===== src/rtl/pwm_pkg.sv =====
// Shared definitions for the PWM generator/demodulator pair: default counter
// width and the demodulator state encoding.
package pwm_pkg;

  localparam int unsigned PWM_WIDTH = 4;

  typedef enum logic [1:0] {
    ST_IDLE = 2'd0,
    ST_HIGH = 2'd1,
    ST_LOW  = 2'd2
  } pwm_state_e;

endpackage


===== src/rtl/pwm_demod_if.sv =====
// PWM line plus decoded results; master drives the line, slave is the demodulator.
interface pwm_demod_if
  import pwm_pkg::*;
#(
  parameter int unsigned WIDTH = PWM_WIDTH
);

  logic             pwm_in;
  logic [WIDTH-1:0] value;
  logic             valid;
  logic             locked;
  logic             error;

  modport master (output pwm_in, input value, valid, locked, error);
  modport slave  (input pwm_in, output value, valid, locked, error);

endinterface


===== src/rtl/sync_edge.sv =====
// Two-flop synchronizer for the PWM line with registered rise/fall strobes;
// level is delayed so it lines up with the strobes.
module sync_edge (
  input  logic clock,
  input  logic reset_n,
  input  logic din,
  output logic level,
  output logic rise,
  output logic fall
);

  logic meta_q, meta_d;
  logic sync_q, sync_d;
  logic sync_dly_q, sync_dly_d;
  logic rise_q, rise_d;
  logic fall_q, fall_d;

  always_comb begin
    meta_d     = din;
    sync_d     = meta_q;
    sync_dly_d = sync_q;
    rise_d     = sync_q & ~sync_dly_q;
    fall_d     = ~sync_q & sync_dly_q;
  end

  always_ff @(posedge clock or negedge reset_n) begin
    if (!reset_n) begin
      meta_q     <= 1'b0;
      sync_q     <= 1'b0;
      sync_dly_q <= 1'b0;
      rise_q     <= 1'b0;
      fall_q     <= 1'b0;
    end else begin
      meta_q     <= meta_d;
      sync_q     <= sync_d;
      sync_dly_q <= sync_dly_d;
      rise_q     <= rise_d;
      fall_q     <= fall_d;
    end
  end

  assign level = sync_dly_q;
  assign rise  = rise_q;
  assign fall  = fall_q;

endmodule


===== src/rtl/pwm_demod.sv =====
// PWM demodulator: recovers the generator duty value from the low time of each
// 2^WIDTH-cycle period, tracks lock and flags malformed or stuck-low periods.
module pwm_demod
  import pwm_pkg::*;
#(
  parameter int unsigned WIDTH = PWM_WIDTH
) (
  input  logic       clock,
  input  logic       reset_n,
  pwm_demod_if.slave bus
);

  // state   | meaning
  // ST_IDLE | no reference rise yet (after reset or a stuck-low line)
  // ST_HIGH | line high since the last reference rise
  // ST_LOW  | line low, waiting for the rise that closes the period

  localparam logic [WIDTH:0] CNT_ONE = {{WIDTH{1'b0}}, 1'b1};
  localparam logic [WIDTH:0] CNT_P   = {1'b1, {WIDTH{1'b0}}};
  localparam logic [WIDTH:0] CNT_PM1 = {1'b0, {WIDTH{1'b1}}};
  localparam logic [WIDTH:0] CNT_PP1 = CNT_P | CNT_ONE;

  logic             s, rise, fall;
  logic             hi_timeout, stuck_low;
  pwm_state_e       state_q, state_d;
  logic [WIDTH:0]   per_cnt_q, per_cnt_d;
  logic [WIDTH:0]   low_cnt_q, low_cnt_d;
  logic [WIDTH:0]   hi_cnt_q, hi_cnt_d;
  logic [WIDTH-1:0] value_q, value_d;
  logic             valid_q, valid_d;
  logic             locked_q, locked_d;
  logic             error_q, error_d;

  sync_edge u_sync_edge (
    .clock   (clock),
    .reset_n (reset_n),
    .din     (bus.pwm_in),
    .level   (s),
    .rise    (rise),
    .fall    (fall)
  );

  // A rise always wins over the constant-high timeout, so the two never collide.
  assign hi_timeout = s & ~rise & (hi_cnt_q == CNT_P);
  assign stuck_low  = ~s & (low_cnt_q == CNT_PM1) & (state_q != ST_HIGH);

  always_comb begin
    per_cnt_d = per_cnt_q;
    low_cnt_d = low_cnt_q;
    hi_cnt_d  = hi_cnt_q;

    if (rise) begin
      per_cnt_d = CNT_ONE;
    end else if (per_cnt_q != CNT_PP1) begin
      per_cnt_d = per_cnt_q + CNT_ONE;
    end

    if (rise) begin
      low_cnt_d = '0;
    end else if (!s && (low_cnt_q != CNT_P)) begin
      low_cnt_d = low_cnt_q + CNT_ONE;
    end

    if (rise || hi_timeout) begin
      hi_cnt_d = CNT_ONE;
    end else if (!s) begin
      hi_cnt_d = '0;
    end else begin
      hi_cnt_d = hi_cnt_q + CNT_ONE;
    end
  end

  always_comb begin
    state_d  = state_q;
    value_d  = value_q;
    valid_d  = 1'b0;
    error_d  = 1'b0;
    locked_d = locked_q;

    case (state_q)
      ST_IDLE: begin
        if (rise) begin
          state_d = ST_HIGH;
        end else if (hi_timeout) begin
          state_d  = ST_HIGH;
          value_d  = '0;
          valid_d  = 1'b1;
          locked_d = 1'b1;
        end else if (stuck_low) begin
          error_d  = 1'b1;
          locked_d = 1'b0;
        end
      end
      ST_HIGH: begin
        if (fall) begin
          state_d = ST_LOW;
        end else if (hi_timeout) begin
          value_d  = '0;
          valid_d  = 1'b1;
          locked_d = 1'b1;
        end
      end
      ST_LOW: begin
        if (rise) begin
          state_d = ST_HIGH;
          if (per_cnt_q == CNT_P) begin
            value_d  = low_cnt_q[WIDTH-1:0];
            valid_d  = 1'b1;
            locked_d = 1'b1;
          end else begin
            error_d  = 1'b1;
            locked_d = 1'b0;
          end
        end else if (stuck_low) begin
          state_d  = ST_IDLE;
          error_d  = 1'b1;
          locked_d = 1'b0;
        end
      end
      default: begin
        state_d = ST_IDLE;
      end
    endcase
  end

  always_ff @(posedge clock or negedge reset_n) begin
    if (!reset_n) begin
      state_q   <= ST_IDLE;
      per_cnt_q <= '0;
      low_cnt_q <= '0;
      hi_cnt_q  <= '0;
      value_q   <= '0;
      valid_q   <= 1'b0;
      locked_q  <= 1'b0;
      error_q   <= 1'b0;
    end else begin
      state_q   <= state_d;
      per_cnt_q <= per_cnt_d;
      low_cnt_q <= low_cnt_d;
      hi_cnt_q  <= hi_cnt_d;
      value_q   <= value_d;
      valid_q   <= valid_d;
      locked_q  <= locked_d;
      error_q   <= error_d;
    end
  end

  assign bus.value  = value_q;
  assign bus.valid  = valid_q;
  assign bus.locked = locked_q;
  assign bus.error  = error_q;

endmodule


===== src/flat_wrapper.sv =====
// flat-port wrapper written by rule: the top's interface ports become plain ports
module pwm_demod_flat import pwm_pkg::*;
#(
  parameter int unsigned WIDTH = PWM_WIDTH
)
  (clock, reset_n, bus_pwm_in, bus_value, bus_valid, bus_locked, bus_error);
  pwm_demod_if #(.WIDTH(WIDTH)) bus_i ();
  input  logic clock;
  input  logic reset_n;
  input wire logic [$bits(bus_i.pwm_in)-1:0] bus_pwm_in;
  output wire logic [$bits(bus_i.value)-1:0] bus_value;
  output wire logic [$bits(bus_i.valid)-1:0] bus_valid;
  output wire logic [$bits(bus_i.locked)-1:0] bus_locked;
  output wire logic [$bits(bus_i.error)-1:0] bus_error;
  assign bus_i.pwm_in = bus_pwm_in;
  assign bus_value = bus_i.value;
  assign bus_valid = bus_i.valid;
  assign bus_locked = bus_i.locked;
  assign bus_error = bus_i.error;
  pwm_demod #(.WIDTH(WIDTH)) u_core (.clock(clock), .reset_n(reset_n), .bus(bus_i));
endmodule

===== config.mk =====
export PLATFORM = sky130hd
export DESIGN_NAME = pwm_demod_flat
export DESIGN_NICKNAME = d
export VERILOG_FILES = /design/src/rtl/pwm_pkg.sv /design/src/rtl/pwm_demod_if.sv /design/src/rtl/sync_edge.sv /design/src/rtl/pwm_demod.sv /design/src/flat_wrapper.sv
export SDC_FILE = /design/constraint.sdc
export NUM_CORES = 1
export LEC_CHECK = 0
export BUFFER_PORTS_ARGS = -buffer_cell sky130_fd_sc_hd__buf_2
export CORE_MARGIN = 2
export CORE_UTILIZATION = 53
export DETAILED_ROUTE_END_ITERATION = 16
export PLACE_DENSITY = 0.75
export SYNTH_ARGS = -nofsm -noshare
export SYNTH_HDL_FRONTEND = slang
export SYNTH_HIERARCHICAL = 1
export SYNTH_SLANG_ARGS = --single-unit
export TNS_END_PERCENT = 30

===== constraint.sdc =====
create_clock -name clock -period 1.9 [get_ports clock]
set_input_delay 0.19 -clock clock [delete_from_list [all_inputs] [get_ports clock]]
set_output_delay 0.19 -clock clock [all_outputs]
set_load 0.01 [all_outputs]

# Word-level counts from Yosys, hierarchy flattened
# Cells that the tools add are included.
# word_totals
elab_cells	88
in_bits	3
register_bits	29
out_inout_bits	7
# op_classes
n_mux	37
reduce_logical	10
add_sub_neg	3
n_eq_ne	16
bitwise	9
# op_table
operator	count
two-way mux 5 bit	6
two-way mux 4 bit	5
two-way mux 1 bit	16
adder 5 x 1 -> 5 bit (second input constant)	3
one-hot mux 4 bit (3 select lines)	1
equality test 5 bit (second input constant)	2
two-way mux 2 bit	5
!= test 5 bit (second input constant)	2
!= test 2 bit (second input constant)	4
AND 1 bit	6
!= test 2 x 1 -> 1 bit (second input constant)	3
!= test 3 x 2 -> 1 bit (second input constant)	2
one-hot mux 1 bit (3 select lines)	2
one-hot mux 2 bit (3 select lines)	1
equality test 5 x 4 -> 1 bit (second input constant)	1
AND reduction 5 bit	1
AND reduction 4 bit	1
nonzero test 2 bit	2
NOT 1 bit	3
AND reduction 3 bit	1
nonzero test 3 bit	1
equality test 2 x 1 -> 1 bit (second input constant)	1
equality test 2 bit (second input constant)	1
zero test 2 bit	1
4 further kinds	4

# Logic depth before layout (Yosys ltp)
# depth
depth_word	7
mapped_depth	7
ltp_nobuf	7

# Hierarchy
# The synthesis kept the hierarchy.
# modules_own_cells
mod	area_per_inst_um2	n_inst	cells_each	seq_area_each_um2
pwm_demod	1395.1	1	139	600.6
sync_edge	140.1	1	7	125.1

# Least setup slack after synthesis
# No wires, ideal clock.
# synth_timing
kind	flip-flop to flip-flop
from	register u_core.low_cnt_q[0]
to	register u_core.state_q[0]
t_arrival_ns	1.698
slack_ns	0.074
setup_time_ns	0.128
period_less_slack_ns	1.826
stages_incl_launch_ff	8
path_buffers	0
t_required_ns	1.772
cell_sequence	dfrtp_1 > ha_1 > and3_1 > ha_1 > nor3b_1 > nor3b_1 > a211oi_2 > mux2_1
# synth_between
elab_chain_cells	5
# synth_rtl
element	line_no	text
start, declared	pwm_demod.sv:27	logic [WIDTH:0] low_cnt_q, low_cnt_d;
start signal, assigned	pwm_demod.sv:139	low_cnt_q <= low_cnt_d;
equality test 5 x 4 -> 1 bit	pwm_demod.sv:45	assign stuck_low = ~s & (low_cnt_q == CNT_PM1) & (state_q != ST_HIGH);
AND 1 bit (2 in a row)	pwm_demod.sv:45	
!= test 3 x 2 -> 1 bit (no line)	n/a	
AND reduction 3 bit (no line)	n/a	
end signal, assigned	pwm_demod.sv:137	state_q <= state_d;
end, declared	pwm_demod.sv:25	pwm_state_e state_q, state_d;
# No other way between the ends.
# A chain may end at the register's enable or synchronous reset.

# Final worst setup path
# layout_timing
from	register u_core.per_cnt_q[0]
to	register u_core.value_q[1] (netlist: u_core/bus.value[1])
# layout_between
elab_chain_cells	3
# layout_rtl
element	line_no	text
start, declared	pwm_demod.sv:26	logic [WIDTH:0] per_cnt_q, per_cnt_d;
start signal, assigned	pwm_demod.sv:138	per_cnt_q <= per_cnt_d;
equality test 5 bit	pwm_demod.sv:106	if (per_cnt_q == CNT_P) begin
!= test 2 x 1 -> 1 bit (no line)	n/a	
AND reduction 5 bit (no line)	n/a	
end signal, assigned	pwm_demod.sv:141	value_q <= value_d;
end, declared	pwm_demod.sv:29	logic [WIDTH-1:0] value_q, value_d;
# No other way between the ends.

==> metrics.md <==
| Metric | Value |
|---|---|
| FFs w/ async S/R, synth | `between 90% and 100%` |
| Fmax | `557 MHz` |
| Post-synth EDFFs | `0` |
| Wire length per cell | `14.3 um` |
| Max rail drop VDD | `between 0.9 and 1 mV` |
| Layout area overhead | `24.2%` |
| Chip Height | `between 50 and 60 um` |
| Worst EP required | `approximately 2.2 ns` |
| Port Buffer Count | `9` |
| Slew HR | `a little under three fifths` |
| Fin crit share | `a little over nine tenths` |
| Largest net degree at the start of global routing | `30` |
| Die W | `slightly below 60 um` |
| CP startpoint kind | `flop` |
| RSZ-0062 raised after global routing | `yes` |
| Vias | `between 1000 and 1500` |
| Core Box Area | `about 0.0028 mm^2` |
| Clock sinks | `29` |
| Fraction of layout cells with a size suffix above 1 | `29.1%` |
| Clock transition at the registers of the reported paths | `~0.1 ns` |
| Core Rows | `19` |
| Io pins | `10` |
| GRT Overall Usage | `21.8%` |
| Vias in the first global route | `about 1200` |
| Die area | `about 0.0033 mm^2` |
| CTS Buf Count | `5` |
| Register area share after synthesis | `a little under half` |
| #FFs+latches synth | `29` |
| Worst path arrival time | `2.06 ns` |
| Worst-Skew Late Latency | `around 0.33 ns` |
| Endpoints failing setup | `0` |
| Commonest non-fill, non-tap cell in the layout | `dfrtp_1` |
| Commonest cells after routing, fill and taps aside | `dfrtp_1, buf_4, nor2_1` |
| Max FO, Critical Path | `4` |
| Router iterations before antenna repair | `4` |
| Root Driver | `clkbuf_4` |
| DRC | `0` |
| Lkg Pwr | `approximately 0.00091 uW` |
| Final net count | `slightly below 200` |
| Worst slack, placed | `-0.0449 ns` |
| Total grt overflow | `0` |
| Worst Slack Setup Final | `around 0.11 ns` |
| First-pass GRT wire length | `approximately 5400 um` |
| Routability cong. | `roughly 0.84` |
| CP max-delay cell | `or4bb_4` |
| Bufs on Longest Clock Path | `2` |
| Status | `finished clean` |
| 1st-iter DRT viols | `17` |
| DP Wirelength | `about 2300 um` |
| Most used DFF post-synth | `dfrtp_1` |
| Worst Skew | `approximately 0.012 ns` |
| Pwr per Cell Area | `between 1000 and 1500 mW/mm^2` |
| Routed wire length | `~3000 um` |
| Slew Viols, Final | `0` |
| Initial Util | `between 50% and 60%` |
| Worst-path cell chain | `inv_2 -> ha_1 -> or4bb_4 -> or2_4 -> and3b_2 -> a22o_1` |
| Post-DRT Antenna Nets | `0` |
| Number of synthesis warnings | `6` |
| CP Capture Type | `flop` |
| Vias per cell | `roughly 5.5` |
| Antenna cell count | `0` |
| Worst hold path type | `reg -> reg` |
| Mean Syn Cell Area | `around 11 um^2` |
| Post-synthesis cell count | `~150` |
| Crit Path Category | `reg -> reg` |
| Final hold violations | `0` |
| Max H-tree Level | `2` |
| Layout Cells excl Fill | `213` |
| Slowest stage delay, CP | `about 0.46 ns` |
| Initial antenna violation count | `0` |
| Syn_nets | `~160` |
| Max cap viols | `0` |
| Final Critical Period | `about 1.8 ns` |
| Mapped Area | `0.00154 mm^2` |
| Distinct cell type count after synthesis | `39` |
| CTS tree | `done` |
| Worst Tran Pin Value | `between 0.6 and 0.7 ns` |
| Cell Count Post-Placement | `199` |
==> layout make-up <==
type	instances	area, um^2
Timing Repair Buffer	30	211
Clock inverter	1	30.0
Multi-Input combinational cell	101	793
Fill cell	212	851
Inverter	14	52.6
Sequential cell	29	726
Tap cell	31	38.8
Clock buffer	7	55.1
==> per-layer routing <==
layer	vias up	track usage, %	share of wire [%]
li1	580	-	-
met1	557	26.3	43
met2	22	35.1	51
met3	8	7.37	3.6
met4	0	10.6	2.2
met5	-	0	0
==> kinds of logic after synthesis <==
kind of cell,synth area share (%)
AO/OA/AOI/OAI,14.2
XOR/XNOR,3.99
adder cells (fa/ha/maj),9.78
buffers and inverters,3.99
flip-flops,47.3
multiplexers,1.39
AND/OR/NAND/NOR,19.4
==> report_power, final <==
part	internal, uW	switching (uW)
Clock	314	217
Combinational	408	404
Sequential	712	77.1
==> cells in the mapped netlist, types with 2 or more instances <==
cell / instances / share of area (%)
nand3_1: 6 / 2.0
nor3_1: 2 / 0.65
a21oi_1: 5 / 1.6
o21a_1: 2 / 0.98
nor2_1: 14 / 3.4
o21ai_0: 10 / 3.3
nand2_1: 4 / 0.98
ha_1: 12 / 9.8
a22oi_1: 2 / 0.98
nor2b_1: 3 / 1.2
nor4bb_1: 2 / 1.3
o211ai_1: 3 / 1.5
dfrtp_1: 29 / 47
or3_1: 2 / 0.81
xnor2_1: 2 / 1.1
a22o_1: 5 / 2.9
inv_1: 14 / 3.4
and3_1: 2 / 0.81
nand2b_1: 2 / 0.81
xor2_1: 5 / 2.9
nor3b_1: 2 / 0.98
==> sequential cells by signal (all words and copies together), names as in the netlist, 2 cells and up <==
register and cells:
u_core/hi_cnt_q 5, u_core/per_cnt_q 5, u_core/bus.value 4, u_core/low_cnt_q 5, u_core/state_q 2
==> worst paths after layout <==
check,startpoint,endpoint,slack [ns],cells past startpoint
setup reg to reg,u_core/per_cnt_q[0]$_DFFE_PN0P_,u_core/bus.value[1]$_DFFE_PN0P_,0.11,6
max in group asynchronous,reset_n,u_core/low_cnt_q[1]$_DFFE_PN0P_,1.07,2
setup / recovery,u_core/per_cnt_q[0]$_DFFE_PN0P_,u_core/bus.value[1]$_DFFE_PN0P_,0.11,6
hold reg to reg,u_core/u_sync_edge/meta_q$_DFF_PN0_,u_core/u_sync_edge/sync_dly_d$_DFF_PN0_,0.36,0
min in group asynchronous,reset_n,u_core/state_q[1]$_DFFE_PN0P_,0.41,2
hold / removal,u_core/u_sync_edge/meta_q$_DFF_PN0_,u_core/u_sync_edge/sync_dly_d$_DFF_PN0_,0.36,0
==> metrics by stage <==
step	cell area, um^2	TNS, ns	utilization [%]	hold WS, ns	total power, uW
floorplan	1540	0	-	-0.106	1270
global placement	1720	-0.00000422	62.5	0.240	1490
detailed placement	1720	-0.0449	62.5	0.257	1530
CTS	1840	0	66.8	0.364	2090
global route	1910	-0.0443	69.1	0.379	2300
finish	1910	0	69.1	0.361	2130
==> timing repair <==
item	CTS	global route
hold buffers	2	0
pin swaps	0	6
endpoints found under the hold margin	30	0
buffers inserted	0	4
endpoints found under the setup margin	1	7
gates resized for setup	2	12
==> worst max-delay path, delay by kind of cell, from the launching register on <==
kind	cells	cell delay (ns)
DFF	1	0.40
buffers and inverters	1	0.07
AOI/OAI and AO/OA	1	0.13
and+or+nand+nor	3	0.98
adders and majority gates	1	0.14
No activity file was read; power rests on OpenSTA's default activity.
